$ cat src/rtl/pdata_mac_seq.sv
// Serial-chain MAC processing element: shift-loaded operand/accumulator
// registers, sequential shift-add multiplier and saturating accumulate.
module pdata_mac_seq #(
    parameter int unsigned SIZE  = 16,
    parameter int unsigned ACC_W = 64
) (
    input  logic       clk,
    input  logic       nRst,
    input  logic       op_valid,
    output logic       op_ready,
    input  logic [2:0] opcode,
    input  logic       signed_mode,
    input  logic       rx,
    output logic       tx,
    output logic       tx_en,
    output logic       done,
    output logic       sat
);

    localparam int unsigned PW    = 2 * SIZE;
    localparam int unsigned CNT_W = (SIZE > 2) ? $clog2(SIZE) : 1;

    localparam logic [2:0] OP_SHIFT_D1  = 3'd0;
    localparam logic [2:0] OP_SHIFT_D2  = 3'd1;
    localparam logic [2:0] OP_SHIFT_ACC = 3'd2;
    localparam logic [2:0] OP_LOAD      = 3'd3;
    localparam logic [2:0] OP_CLR       = 3'd4;
    localparam logic [2:0] OP_MUL       = 3'd5;
    localparam logic [2:0] OP_MUL_ADD   = 3'd6;

    typedef enum logic [1:0] {
        S_IDLE = 2'd0,
        S_MULT = 2'd1,
        S_WB   = 2'd2
    } state_t;

    state_t             state;
    state_t             state_nxt;

    logic [SIZE-1:0]    data_1;
    logic [SIZE-1:0]    data_2;
    logic [ACC_W-1:0]   acc;

    logic [PW-1:0]      pp;
    logic [PW-1:0]      mcand;
    logic [SIZE-1:0]    mplier;
    logic [CNT_W-1:0]   cnt;
    logic               m_signed;
    logic               m_add;

    logic               accept;
    logic               is_mul_op;
    logic               last_step;
    logic [PW-1:0]      step_add;
    logic [PW-1:0]      pp_step;
    logic [ACC_W-1:0]   prod_ext;
    logic [ACC_W:0]     a_x;
    logic [ACC_W:0]     p_x;
    logic [ACC_W:0]     sum;
    logic               ovf;
    logic [ACC_W-1:0]   clamp_val;

    assign op_ready  = (state == S_IDLE);
    assign accept    = op_valid && (state == S_IDLE);
    assign is_mul_op = (opcode == OP_MUL) || (opcode == OP_MUL_ADD);
    assign last_step = (cnt == CNT_W'(SIZE - 1));

    // Shift-add step; the multiplier MSB carries negative weight in signed mode
    always_comb begin
        step_add = mplier[0] ? mcand : '0;
        pp_step  = (m_signed && last_step) ? (pp - step_add) : (pp + step_add);
    end

    // Product extension and saturating sum at ACC_W+1 bits
    always_comb begin
        prod_ext = m_signed ? {{(ACC_W - PW){pp[PW-1]}}, pp}
                            : {{(ACC_W - PW){1'b0}}, pp};
        a_x      = {m_signed & acc[ACC_W-1], acc};
        p_x      = {m_signed & prod_ext[ACC_W-1], prod_ext};
        sum      = a_x + p_x;
        ovf      = m_signed ? (sum[ACC_W] ^ sum[ACC_W-1]) : sum[ACC_W];
        if (m_signed) begin
            clamp_val = sum[ACC_W] ? {1'b1, {(ACC_W - 1){1'b0}}}
                                   : {1'b0, {(ACC_W - 1){1'b1}}};
        end else begin
            clamp_val = '1;
        end
    end

    // Serial output to the downstream cell for the shift opcodes
    always_comb begin
        tx    = 1'b0;
        tx_en = 1'b0;
        if ((state == S_IDLE) && op_valid) begin
            case (opcode)
                OP_SHIFT_D1: begin
                    tx_en = 1'b1;
                    tx    = data_1[SIZE-1];
                end
                OP_SHIFT_D2: begin
                    tx_en = 1'b1;
                    tx    = data_2[SIZE-1];
                end
                OP_SHIFT_ACC: begin
                    tx_en = 1'b1;
                    tx    = acc[ACC_W-1];
                end
                default: begin
                    tx    = 1'b0;
                    tx_en = 1'b0;
                end
            endcase
        end
    end

    // State register
    always_ff @(posedge clk or negedge nRst) begin
        if (!nRst) begin
            state <= S_IDLE;
        end else begin
            state <= state_nxt;
        end
    end

    // Next-state logic: IDLE -> MULT (SIZE cycles) -> WB -> IDLE
    always_comb begin
        state_nxt = state;
        case (state)
            S_IDLE:  if (accept && is_mul_op) state_nxt = S_MULT;
            S_MULT:  if (last_step)           state_nxt = S_WB;
            S_WB:                             state_nxt = S_IDLE;
            default:                          state_nxt = S_IDLE;
        endcase
    end

    // Datapath: opcode execution, multiplier stepping and writeback
    always_ff @(posedge clk or negedge nRst) begin
        if (!nRst) begin
            data_1   <= '0;
            data_2   <= '0;
            acc      <= '0;
            sat      <= 1'b0;
            done     <= 1'b0;
            pp       <= '0;
            mcand    <= '0;
            mplier   <= '0;
            cnt      <= '0;
            m_signed <= 1'b0;
            m_add    <= 1'b0;
        end else begin
            done <= 1'b0;
            if (accept) begin
                case (opcode)
                    OP_SHIFT_D1:  data_1 <= {data_1[SIZE-2:0], rx};
                    OP_SHIFT_D2:  data_2 <= {data_2[SIZE-2:0], rx};
                    OP_SHIFT_ACC: acc    <= {acc[ACC_W-2:0], rx};
                    OP_LOAD: begin
                        data_1 <= {data_1[SIZE-2:0], rx};
                        data_2 <= {data_2[SIZE-2:0], data_1[SIZE-1]};
                    end
                    OP_CLR: begin
                        acc <= '0;
                        sat <= 1'b0;
                    end
                    OP_MUL, OP_MUL_ADD: begin
                        mcand    <= signed_mode ? {{(PW - SIZE){data_1[SIZE-1]}}, data_1}
                                                : {{(PW - SIZE){1'b0}}, data_1};
                        mplier   <= data_2;
                        pp       <= '0;
                        cnt      <= '0;
                        m_signed <= signed_mode;
                        m_add    <= (opcode == OP_MUL_ADD);
                    end
                    default: ;
                endcase
            end
            if (state == S_MULT) begin
                pp     <= pp_step;
                mcand  <= {mcand[PW-2:0], 1'b0};
                mplier <= {1'b0, mplier[SIZE-1:1]};
                cnt    <= cnt + CNT_W'(1);
            end
            if (state == S_WB) begin
                done <= 1'b1;
                if (m_add) begin
                    acc <= ovf ? clamp_val : sum[ACC_W-1:0];
                    if (ovf) sat <= 1'b1;
                end else begin
                    acc <= prod_ext;
                end
            end
        end
    end

endmodule

$ cat config.mk
export PLATFORM = sky130hd
export DESIGN_NAME = pdata_mac_seq
export DESIGN_NICKNAME = d
export VERILOG_FILES = /design/src/rtl/pdata_mac_seq.sv
export SDC_FILE = /design/constraint.sdc
export NUM_CORES = 1
export LEC_CHECK = 0
export BUFFER_PORTS_ARGS = -buffer_cell sky130_fd_sc_hd__buf_2
export CAP_MARGIN = 20
export CORE_ASPECT_RATIO = 1.25
export CORE_MARGIN = 10
export CORE_UTILIZATION = 60
export DETAILED_ROUTE_END_ITERATION = 7
export MAX_ROUTING_LAYER = met4
export PLACE_DENSITY_LB_ADDON = 0.05
export SLEW_MARGIN = 5
export SYNTH_ARGS = -nofsm -noshare
export SYNTH_HDL_FRONTEND = slang
export SYNTH_SLANG_ARGS = --single-unit
$ cat constraint.sdc
create_clock -name clk -period 12 [get_ports clk]
set_input_delay 3 -clock clk [delete_from_list [all_inputs] [get_ports clk]]
set_output_delay 3 -clock clk [all_outputs]
set_load 0.005 [all_outputs]
# == Word-level counts from Yosys, hierarchy flattened ==
# Index checks and enable logic that the tools add are counted.
# op_classes
n_addsub,4
n_eq_ne,11
n_mux,38
n_bitwise,3
reduce_logical,20
# ops
op,n
2-to-1 mux 64 bit,7
2-to-1 mux 32 bit,9
case mux 64 bit (2 select lines),1
adder 65 bit,1
2-to-1 mux 16 bit,3
adder 32 bit,1
case mux 16 bit (2 select lines),1
subtractor 32 bit,1
2-to-1 mux 4 bit,3
AND reduction 2 bit,6
2-to-1 mux 1 bit,10
equality test 3 bit (second input constant),3
nonzero test 2 bit,4
equality test 3 x 2 -> 1 bit (second input constant),2
adder 4 x 1 -> 4 bit (second input constant),1
equality test 4 bit (second input constant),1
2-to-1 mux 2 bit,2
case mux 2 bit (2 select lines),1
OR reduction 2 bit,2
equality test 3 x 1 -> 1 bit (second input constant),1
logical AND 1 bit,3
zero test 3 bit,1
case mux 1 bit (3 select lines),1
nonzero test 3 bit,1
other kinds (9),10
# totals
regBits,186
input_bits,8
out_inout_bits,5
word_cells,88

# == Longest topological paths before layout ==
# Gate-level depths: netlist of run 1.
# depth
word_depth,8
ltp_mapped,22
mapped_depth_nobuf,19

# == Worst setup path after synthesis of run 1 ==
# No wires, ideal clock.
# synth_timing
kind,input -> output
from,input port opcode[0]
to,output port tx
arrival_ps,3697
t_required_ps,9000
path_slack_ps,5303
stages,5
n_path_buf,1
path_cell_list,clkbuf_1 -> mux2i_1 -> nor2_1 -> a31oi_1 -> nor2_1
# synth_between
elab_chain_len,3
word_cells_on_any_way,5
classes_between,eq/ne: 2; mux: 2; reduce/logical: 1
# synth_rtl
element,line_no,source
"start, declared",11,"input logic [2:0] opcode,"
equality test 3 x 2 -> 1 bit (tied with other cells),95,case (opcode)
case mux 1 bit (3 select lines) *,95,
2-to-1 mux 1 bit *,94,if ((state == S_IDLE) && op_valid) begin
"end, declared",14,"output logic tx,"
# Every way passes the cells marked *; elsewhere a longest branch is shown, timed or not.

# == Worst setup path after layout of run 1 ==
# Same ends and word-level chain as after synthesis.

==> metrics.txt, run 1 <==
status=finished clean; #FFs+latches synth=186; final worst path period share=56.30%; gr usage total=25.29%; largest family of logic cells by synthesized area=compound AO/OA/AOI/OAI gates; Worst Hold Slack=487.0 ps; distinct cell type count after synthesis=82; crit end category=output pin; final hold violations=0; Worst-Margin Slew=942.7 ps; Slowest-stage cell, CP=mux2i_1; # diodes=0; mux cell area share after synthesis=3.407%; CTS tree=built; Syn Inst Count=1857; predominant post-synthesis flop cell=dfrtp_1; hold depth=1; die height=194.9 um; Detail Route Antenna Nets=0; critical path class=in2out; area grow syn2layout=4.727%; RR Endpoint=pp[28]; commonest cells in the netlist=227 x nand2_1, 186 x dfrtp_1, 163 x a21oi_1; CTS Hold Buffers Added=0; HP Start=cnt[3]; Synth warnings=0; Rows=63; share of layout cells above drive strength 1=7.399%; postcts setup bufs=0; drt drc=0; worst-path cell chain=buf_2 > mux2i_1 > nor2_1 > a31oi_1 > nor2_1 > buf_2; Via Count=13550; DR iter-0 viols=904; relative slew slack=37.15%; H-tree level count=4; initial antenna violation count=0; max incr delay on CP=210 ps; Max rail drop VDD=0.1416 mV; Synth Area in Compound Gates=26.09%; synth top area cells=dfrtp_1 32%, nand2_1 5.8%, a21oi_1 5.6%; DP Wirelength=26.88 mm; initial core utilization=61.50%; Slew Limit Fails=0; CP Data Arrival Time=3760 ps; syn_area_per_cell=7.910 um2; most frequent cell after synthesis=nand2_1; clock sinks=186; xor-xnor portion of the synthesized cell area=6.610%; die area=31180 um2; placeable core region=23880 um2; pin count of the biggest net entering global routing=83; Synth area leader=dfrtp_1; Post-Route WL=38.58 mm; clock skew=14.30 ps; Post-synth EDFFs=0; via/cell ratio=6.426; Yosys top cell area share=31.69%; sequential fraction of the synthesis area=31.69%; num ports=13; RSZ-0062 raised after global routing=false; Final setup viols=0; Critical Path Fanout Max=8; Pwr Total=4.781 mW; fin util=64.41%; CP Data Required Time=9000 ps; Initial DRT Pass Iterations=6; FFs w/ async S/R, synth=100.0%; nets=1846; syn_nets=1932; fillers=2101; mapped cell area=14690 um2; IO buf count=12; LEAKAGE=6.537 nW; number of global-route vias before repair=13050; total gr overflow=0; RD Place Congestion=0.9833; Max Root-Sink Buffers=2; RR Startpoint=cnt[0]; Cell Pwr Density=310.8 nW/um2; CTS root buf=clkbuf_16; Die W=160.0 um; f_max=148.0 MHz; clock buffer count from CTS=17; first-pass GRT wire length=65.22 mm; routed length per instance=18.29 um; Post-Synth Adder-Cell Area=5.809%; Startpoint Class=input port; Setup TNS=0 ps; Hold Path End=cnt[3]; CTS resizes=0; Simple-Gate Fraction of Synth Area=21.91%; Worst-path clk slew=80 ps; Hold WC Path Type=reg2reg; clk_lat worst skew=450 ps; Final Critical Period=6756 ps; Reg2Reg Depth=17; reg-to-reg slack, setup=7040 ps; max_cap viols=0
## flip-flops by register name, summed over array words and instances (netlist names), 2 cells and up
name	count
acc	64
mcand	32
pp	32
data_1	16
data_2	16
mplier	16
cnt	4
state	2
## area by class of cell
type                            instances  area (um2)  share of cell area, %
Clock buffer                           19       442.9                  2.879
Clock inverter                         13       143.9                 0.9353
Inverter                               24       90.09                 0.5856
Multi-Input combinational cell       1511        9434                  61.33
Sequential cell                       186        4654                  30.26
Tap cell                              325       406.6                  2.643
Timing Repair Buffer                   31       211.5                  1.375
## through the flow
step	setup WS [ps]	area, um2	instances
after floorplan	5303	14690	1857
after global placement	5260	14800	2077
after detailed placement	5242	14800	2077
after CTS	5241	15380	2109
after global routing	5211	15380	2109
final	5244	15380	2109
## kinds of logic after synthesis
kind of cell / count (synthesis)
fa+ha+maj: 67
xor+xnor: 110
simple gates: 676
flops: 186
mux: 46
compound gates: 612
buf+inv: 160
## critical path, delay by kind of cell
kind | cells | cell delay (ps)
AND/OR/NAND/NOR | 2 | 120
AO/OA/AOI/OAI | 1 | 130
buffers and inverters | 2 | 300
multiplexers | 1 | 210
## cell usage in the layout, fill, tap and decap left out, drive strengths merged, types with 30 or more instances in the layout
| master | instances |
|---|---|
| nand2 | 228 |
| dfrtp | 186 |
| a21oi | 163 |
| o21ai | 155 |
| nor2 | 150 |
| nand3 | 99 |
| xnor2 | 69 |
| ha | 65 |
| a31oi | 51 |
| a21o | 48 |
| xor2 | 41 |
| and3 | 39 |
| inv | 34 |
| mux2 | 32 |
| buf | 30 |
## metal layers
layer	global-route usage (%)	part of all wire (%)	vias up
li1	-	-	6637
met1	30.67	43	6482
met2	42.15	49	350
met3	2.791	3.8	84
met4	10.32	3.5	0
met5	-	0	-
## worst max path at each step
stage	from	slack [ps]	depth (start not counted)	end
5_1_grt	opcode[0]	5210	6	tx
6_report	opcode[0]	5240	6	tx
4_1_cts	opcode[0]	5240	6	tx
3_3_place_gp	opcode[0]	5260	6	tx
3_5_place_dp	opcode[0]	5240	6	tx
2_1_floorplan	opcode[0]	5300	5	tx
## report_power, final
group	total (mW)	switching (mW)	internal, mW
registers	1.30	0.410	0.895
logic	2.90	1.64	1.26
clock network	0.579	0.276	0.302
total	4.78	2.32	2.46
(Power assumes the default switching activity.)
==> run 2: changes to the inputs <==
clock period = 6.8 ns   (was 12 ns; I/O delays follow)
==> run 2 against run 1 <==
Effect of this change:
- clock-buffer cell count down 2
- critical endpoint is now pp[30]
- via count up 0.82%
- global-route usage is 0.76 points higher
- final area up 0.28%
- critical path type is now reg2reg
- sequential power increased by 78%
- clock power grew 81%
==> metrics.txt, run 2 (synthesis results as in run 1) <==
HP Start=cnt[3]; clk_lat worst skew=460 ps (about the same); total gr overflow=0 (unchanged); die height=194.9 um (unchanged); max reg flops=64 (unchanged); P_int=4.313 mW (+76%); DR iter-0 viols=956 (+5.8%); NetSw=4.198 mW (+81%); CP Data Required Time=7140 ps (-1860 ps); postcts setup bufs=0 (unchanged); final worst path period share=72.70%; crit end category=flop; IO buf count=12 (unchanged); RSZ-0062 raised after global routing=false; pin count of the biggest net entering global routing=108 (+30%); critical path class=reg2reg; CTS Hold Buffers Added=0 (unchanged); clock share of power=12.3% (+0.2 points); initial core utilization=61.50% (unchanged); area grow syn2layout=5.026%; fillers=2143 (+2.0%); gr usage total=26.05% (+0.76 points); clock buffer count from CTS=17 (unchanged); num ports=13 (unchanged); number of global-route vias before repair=13220 (+1.3%); pre-CTS setup slack=1945 ps (-3296 ps); RR Startpoint=cnt[0]; RR Endpoint=pp[30]; Sw Ratio=49.33% (+0.71 points); share of layout cells above drive strength 1=7.559% (+0.16 points); hold depth=1 (unchanged); Worst Hold Slack=495.0 ps (+8.038 ps); Rows=63 (unchanged); CP Data Arrival Time=5280 ps (+1520 ps); Initial DRT Pass Iterations=5 (-1); Cell Pwr Density=551.7 nW/um2 (+77%); Detail Route Antenna Nets=0 (unchanged); Hold Path End=cnt[3]; Hold WC Path Type=reg2reg; RD Place Congestion=0.9620 (-2.2%); Post-Layout Cell Count=2111 (+0.095%); Max rail drop VDD=0.2910 mV (+110%); Setup TNS=0 ps (unchanged); LEAKAGE=6.554 nW (+0.26%); relative slew slack=36.52% (-0.64 points); Biggest register=acc; Reg2Reg Depth=17 (unchanged); routed length per instance=19.05 um (+4.1%); status=finished clean; Reg power frac=27.2% (about the same); Via Count=13660 (+0.82%); Post-Route WL=40.21 mm (+4.2%); Worst-path clk slew=80 ps (about the same); placeable core region=23880 um2 (unchanged); PnR worst setup slack=1857 ps (-3388 ps); most frequent cells in the layout=227 x nand2_1, 186 x dfrtp_1, 162 x a21oi_1, 152 x o21ai_0, 144 x nor2_1; reg-to-reg slack, setup=1860 ps (-5180 ps); CTS resizes=0 (unchanged); first-pass GRT wire length=66.83 mm (+2.5%); Worst-Margin Slew=951.2 ps (+8.507 ps); clock skew=18.93 ps (+4.630 ps); Slew Limit Fails=0 (unchanged); combinational power share=60.5% (about the same); # diodes=0 (unchanged); Final Critical Period=4943 ps; Max Root-Sink Buffers=2 (unchanged); nets=1848 (+0.11%); via/cell ratio=6.473 (+0.72%); Die W=160.0 um (unchanged); max_cap viols=0 (unchanged); Largest regs=acc x64, mcand x32, pp x32; Pwr Total=8.511 mW (+78%); commonest non-fill, non-tap cell in the layout=nand2_1; Critical Path Fanout Max=22 (+14); CTS tree=built; final hold violations=0 (unchanged); Final setup viols=0 (unchanged); CTS root buf=clkbuf_16; drt drc=0 (unchanged); clock sinks=186 (unchanged); placed insts=2079 (+0.096%); Startpoint Class=flop; initial antenna violation count=0 (unchanged); DP Wirelength=28.07 mm (+4.4%); die area=31180 um2 (unchanged); H-tree level count=4 (unchanged); f_max=202.3 MHz
## run 2: cell types whose count changed in the layout (fill, tap and decap cells not counted)
cell | previous run | this run
buf_4 | 19 | 21
bufinv_16 | 1 | 0
clkbuf_1 | 1 | 0
clkbuf_8 | 2 | 1
clkinv_8 | 0 | 4
inv_12 | 0 | 3
inv_6 | 5 | 2
inv_8 | 5 | 4
## run 2: final cells by class
class / instances / area, um2 / share of cell area [%]
tap: 325 / 406.6 / 2.636
multi-input combinational: 1511 / 9434 / 61.15
clock buffer: 17 / 425.4 / 2.758
sequential: 186 / 4654 / 30.17
timing repair buffer: 33 / 226.5 / 1.468
inverter: 24 / 90.09 / 0.5839
clock inverter: 15 / 190.2 / 1.233
## run 2: per-layer routing
layer	routed length (um)	up-vias	GRT usage, %
met5	0	-	-
met4	1717	0	12.56
met3	1660	106	2.791
met2	20230	382	44.25
met1	16600	6541	30.20
li1	-	6635	-
## run 2: worst max-delay path by stage
| stage | start | end | slack [ps] | cells past startpoint |
|---|---|---|---|---|
| floorplan | mplier[0] | pp[31] | 2300 | 22 |
| global placement | cnt[0] | pp[30] | 2020 | 17 |
| detailed placement | cnt[0] | pp[30] | 1950 | 17 |
| CTS | cnt[0] | pp[30] | 1890 | 17 |
| global route | cnt[0] | pp[31] | 1430 | 16 |
| finish | cnt[0] | pp[30] | 1860 | 17 |
## run 2: stage by stage
step           cell area, um2  utilization [%]
2_1_floorplan           14690                -
3_3_place_gp            14810            62.01
3_5_place_dp            14810            62.01
4_1_cts                 15430            64.59
5_1_grt                 15430            64.59
6_report                15430            64.59
## run 2: worst max-delay path: stages (launching register included)
cell and delay (ps):
dfrtp_1 420, ha_1 240, and3_1 220, nand2_1 530, nand2_1 180, nand2b_1 330
nand3_1 120, ha_1 340, o21a_1 120, o31a_1 130, o32ai_1 580, o211ai_1 300
a21oi_1 320, o21ai_0 250, a211o_1 310, a21oi_1 170, xnor2_1 80, a22o_1 170
## run 2: power groups by stage
stage	Sequential, mW	Combinational, mW	Clock [mW]
after detailed placement	2.31	5.07	0
final	2.32	5.15	1.05
after global routing	2.40	5.82	1.10
after global placement	2.29	5.00	0
after floorplan	1.89	4.42	0
after CTS	2.29	5.11	1.06
==> run 3: changes to the inputs <==
CORE_UTILIZATION = 59   (was 60)
clock period = 4.2 ns   (was 6.8 ns; I/O delays follow)
==> run 3 against run 2 <==
Effect of this change:
- fmax is 21% higher
- final cell count grew 4.2%
- setup slack got worse by 1700 ps
- clock power grew 59%
- sequential cell count unchanged
- critical endpoint is now pp[31]
- largest power group unchanged
==> metrics.txt, run 3 (synthesis results as in run 1) <==
Detail Route Antenna Nets=0 (unchanged); clock skew=14.09 ps (-4.848 ps); clk_lat worst skew=450 ps (about the same); status=finished clean; commonest non-fill, non-tap cell in the layout=nand2_1; Via Count=14040 (+2.7%); Post-Route WL=41.49 mm (+3.2%); LEAKAGE=6.997 nW (+6.8%); DR iter-0 viols=942 (-1.5%); H-tree level count=4 (unchanged); final worst path period share=97.19% (+24 points); Max Root-Sink Buffers=2 (unchanged); die height=196.4 um (+0.76%); Cell Pwr Density=899.8 nW/um2 (+63%); RSZ-0062 raised after global routing=true; CTS Hold Buffers Added=0 (unchanged); total gr overflow=0 (unchanged); placeable core region=24500 um2 (+2.6%); first-pass GRT wire length=68.57 mm (+2.6%); Max rail drop VDD=0.4486 mV (+54%); crit end category=flop; routed length per instance=18.87 um (-0.94%); placed insts=2163 (+4.0%); RD Place Congestion=0.9732 (+1.2%); share of layout cells above drive strength 1=12.79% (+5.2 points); max_cap viols=0 (unchanged); CTS root buf=clkbuf_16; clock sinks=186 (unchanged); CP Data Required Time=4570 ps (-2570 ps); fillers=2191 (+2.2%); Slew Limit Fails=0 (unchanged); Rows=64 (+1.6%); Biggest register=acc; Initial DRT Pass Iterations=5 (unchanged); gr usage total=26.67% (+0.62 points); IO buf count=12 (unchanged); nets=1931 (+4.5%); Worst-path clk slew=80 ps (about the same); fin util=66.29% (+1.7 points); relative slew slack=46.00% (+9.5 points); CTS tree=built; CP Data Arrival Time=4450 ps (-830 ps); # diodes=0 (unchanged); Hold WC Path Type=reg2reg; num ports=13 (unchanged); Worst-Margin Slew=802.6 ps (-148.7 ps); Final Critical Period=4082 ps (-861.5 ps); max reg flops=64 (unchanged); critical path class=reg2reg; number of global-route vias before repair=13700 (+3.6%); via/cell ratio=6.383 (-1.4%); Critical Path Fanout Max=3 (-86%); pin count of the biggest net entering global routing=90 (-17%); Final setup viols=0 (unchanged); Largest regs=acc x64, mcand x32, pp x32; initial antenna violation count=0 (unchanged); die area=31650 um2 (+1.5%); f_max=245.0 MHz (+21%); DP Wirelength=30.05 mm (+7.1%); area grow syn2layout=10.59%; clock buffer count from CTS=17 (unchanged); pre-CTS setup slack=-110.6 ps (-2056 ps); drt drc=0 (unchanged); Post-Layout Cell Count=2199 (+4.2%); Startpoint Class=flop; final hold violations=0 (unchanged); most frequent cells in the layout=226 x nand2_1, 186 x dfrtp_1, 159 x a21oi_1, 149 x o21ai_0, 144 x nor2_1; Die W=161.1 um (+0.74%); initial core utilization=59.95% (-1.6 points); PnR worst setup slack=118.2 ps (-1738 ps); Pwr Total=14.62 mW (+72%)
[run 3: cell types whose count changed in the layout (fill, tap and decap cells not counted), moves of 3 or more]
cell        previous run  this run
inv_12                 3         0
o21ai_0              152       149
clkinv_8               4         1
buf_12                 0         5
a21oi_1              162       159
buf_4                 21        98
a21oi_2                0         3
clkinvlp_4             0         3
[run 3: final timing paths]
path,from,to,slack (ps),cells after the start
max in group asynchronous,nRst,mcand[25],2530,2
hold reg to reg,cnt[3],cnt[3],480,1
setup / recovery,mcand[8],pp[31],120,19
hold / removal,cnt[3],cnt[3],480,1
min in group asynchronous,nRst,acc[59],670,1
setup reg to reg,mcand[8],pp[31],120,19
[run 3: final cells by class]
| class | count | area (um2) | area share (%) |
|---|---|---|---|
| clock buffers | 18 | 439.2 | 2.704 |
| clock inverters | 14 | 156.4 | 0.9628 |
| inverters | 24 | 90.09 | 0.5546 |
| multi-input cells | 1511 | 9575 | 58.95 |
| flip-flops and latches | 186 | 4654 | 28.65 |
| well taps | 330 | 412.9 | 2.542 |
| repair buffers | 116 | 915.9 | 5.638 |
[run 3: per-layer routing]
layer  global-route usage [%]  share of wire (%)  wire length, um  up-vias
li1                         -                  -                -     6805
met1                    30.05                 42            17240     6795
met2                    47.06                 51            21060      344
met3                    3.023                3.8             1568       92
met4                    11.31                3.9             1626        0
met5                        -                  0                0        -
[run 3: repair_timing]
action	in CTS	in global routing
resized for setup	4	25
pin swaps	0	6
setup endpoints to repair	1	13
setup buffers	0	4
[run 3: worst max-delay path, stage by stage, from the launching register on]
cell and delay, ps:
dfrtp_1 410, nor4_4 310, nand3b_1 130, o31ai_1 240, nand2_1 150, a21oi_2 190
buf_4 150, inv_1 50, o2111ai_2 180, nand3_2 130, ha_4 230, a21o_1 190
or4_1 480, a211oi_2 190, buf_4 150, o211ai_1 110, a311oi_2 240, xnor2_1 110
or3_1 310, o21ai_0 70
[run 3: through the flow]
step                      hold slack (ps)  TNS [ps]  area, um2
after floorplan                     442.4         0      14690
after global placement              490.9    -67.39      15470
after detailed placement            481.4    -110.6      15470
after CTS                           491.4         0      16090
after global routing                547.3    -356.8      16240
final                               481.7         0      16240
[run 3: report_power, final]
part | total, mW | leakage [nW] | internal (mW) | switching [mW]
Clock | 1.67 | 0.285 | 0.862 | 0.803
Sequential | 3.66 | 2.27 | 2.56 | 1.10
Combinational | 9.29 | 4.44 | 4.20 | 5.09
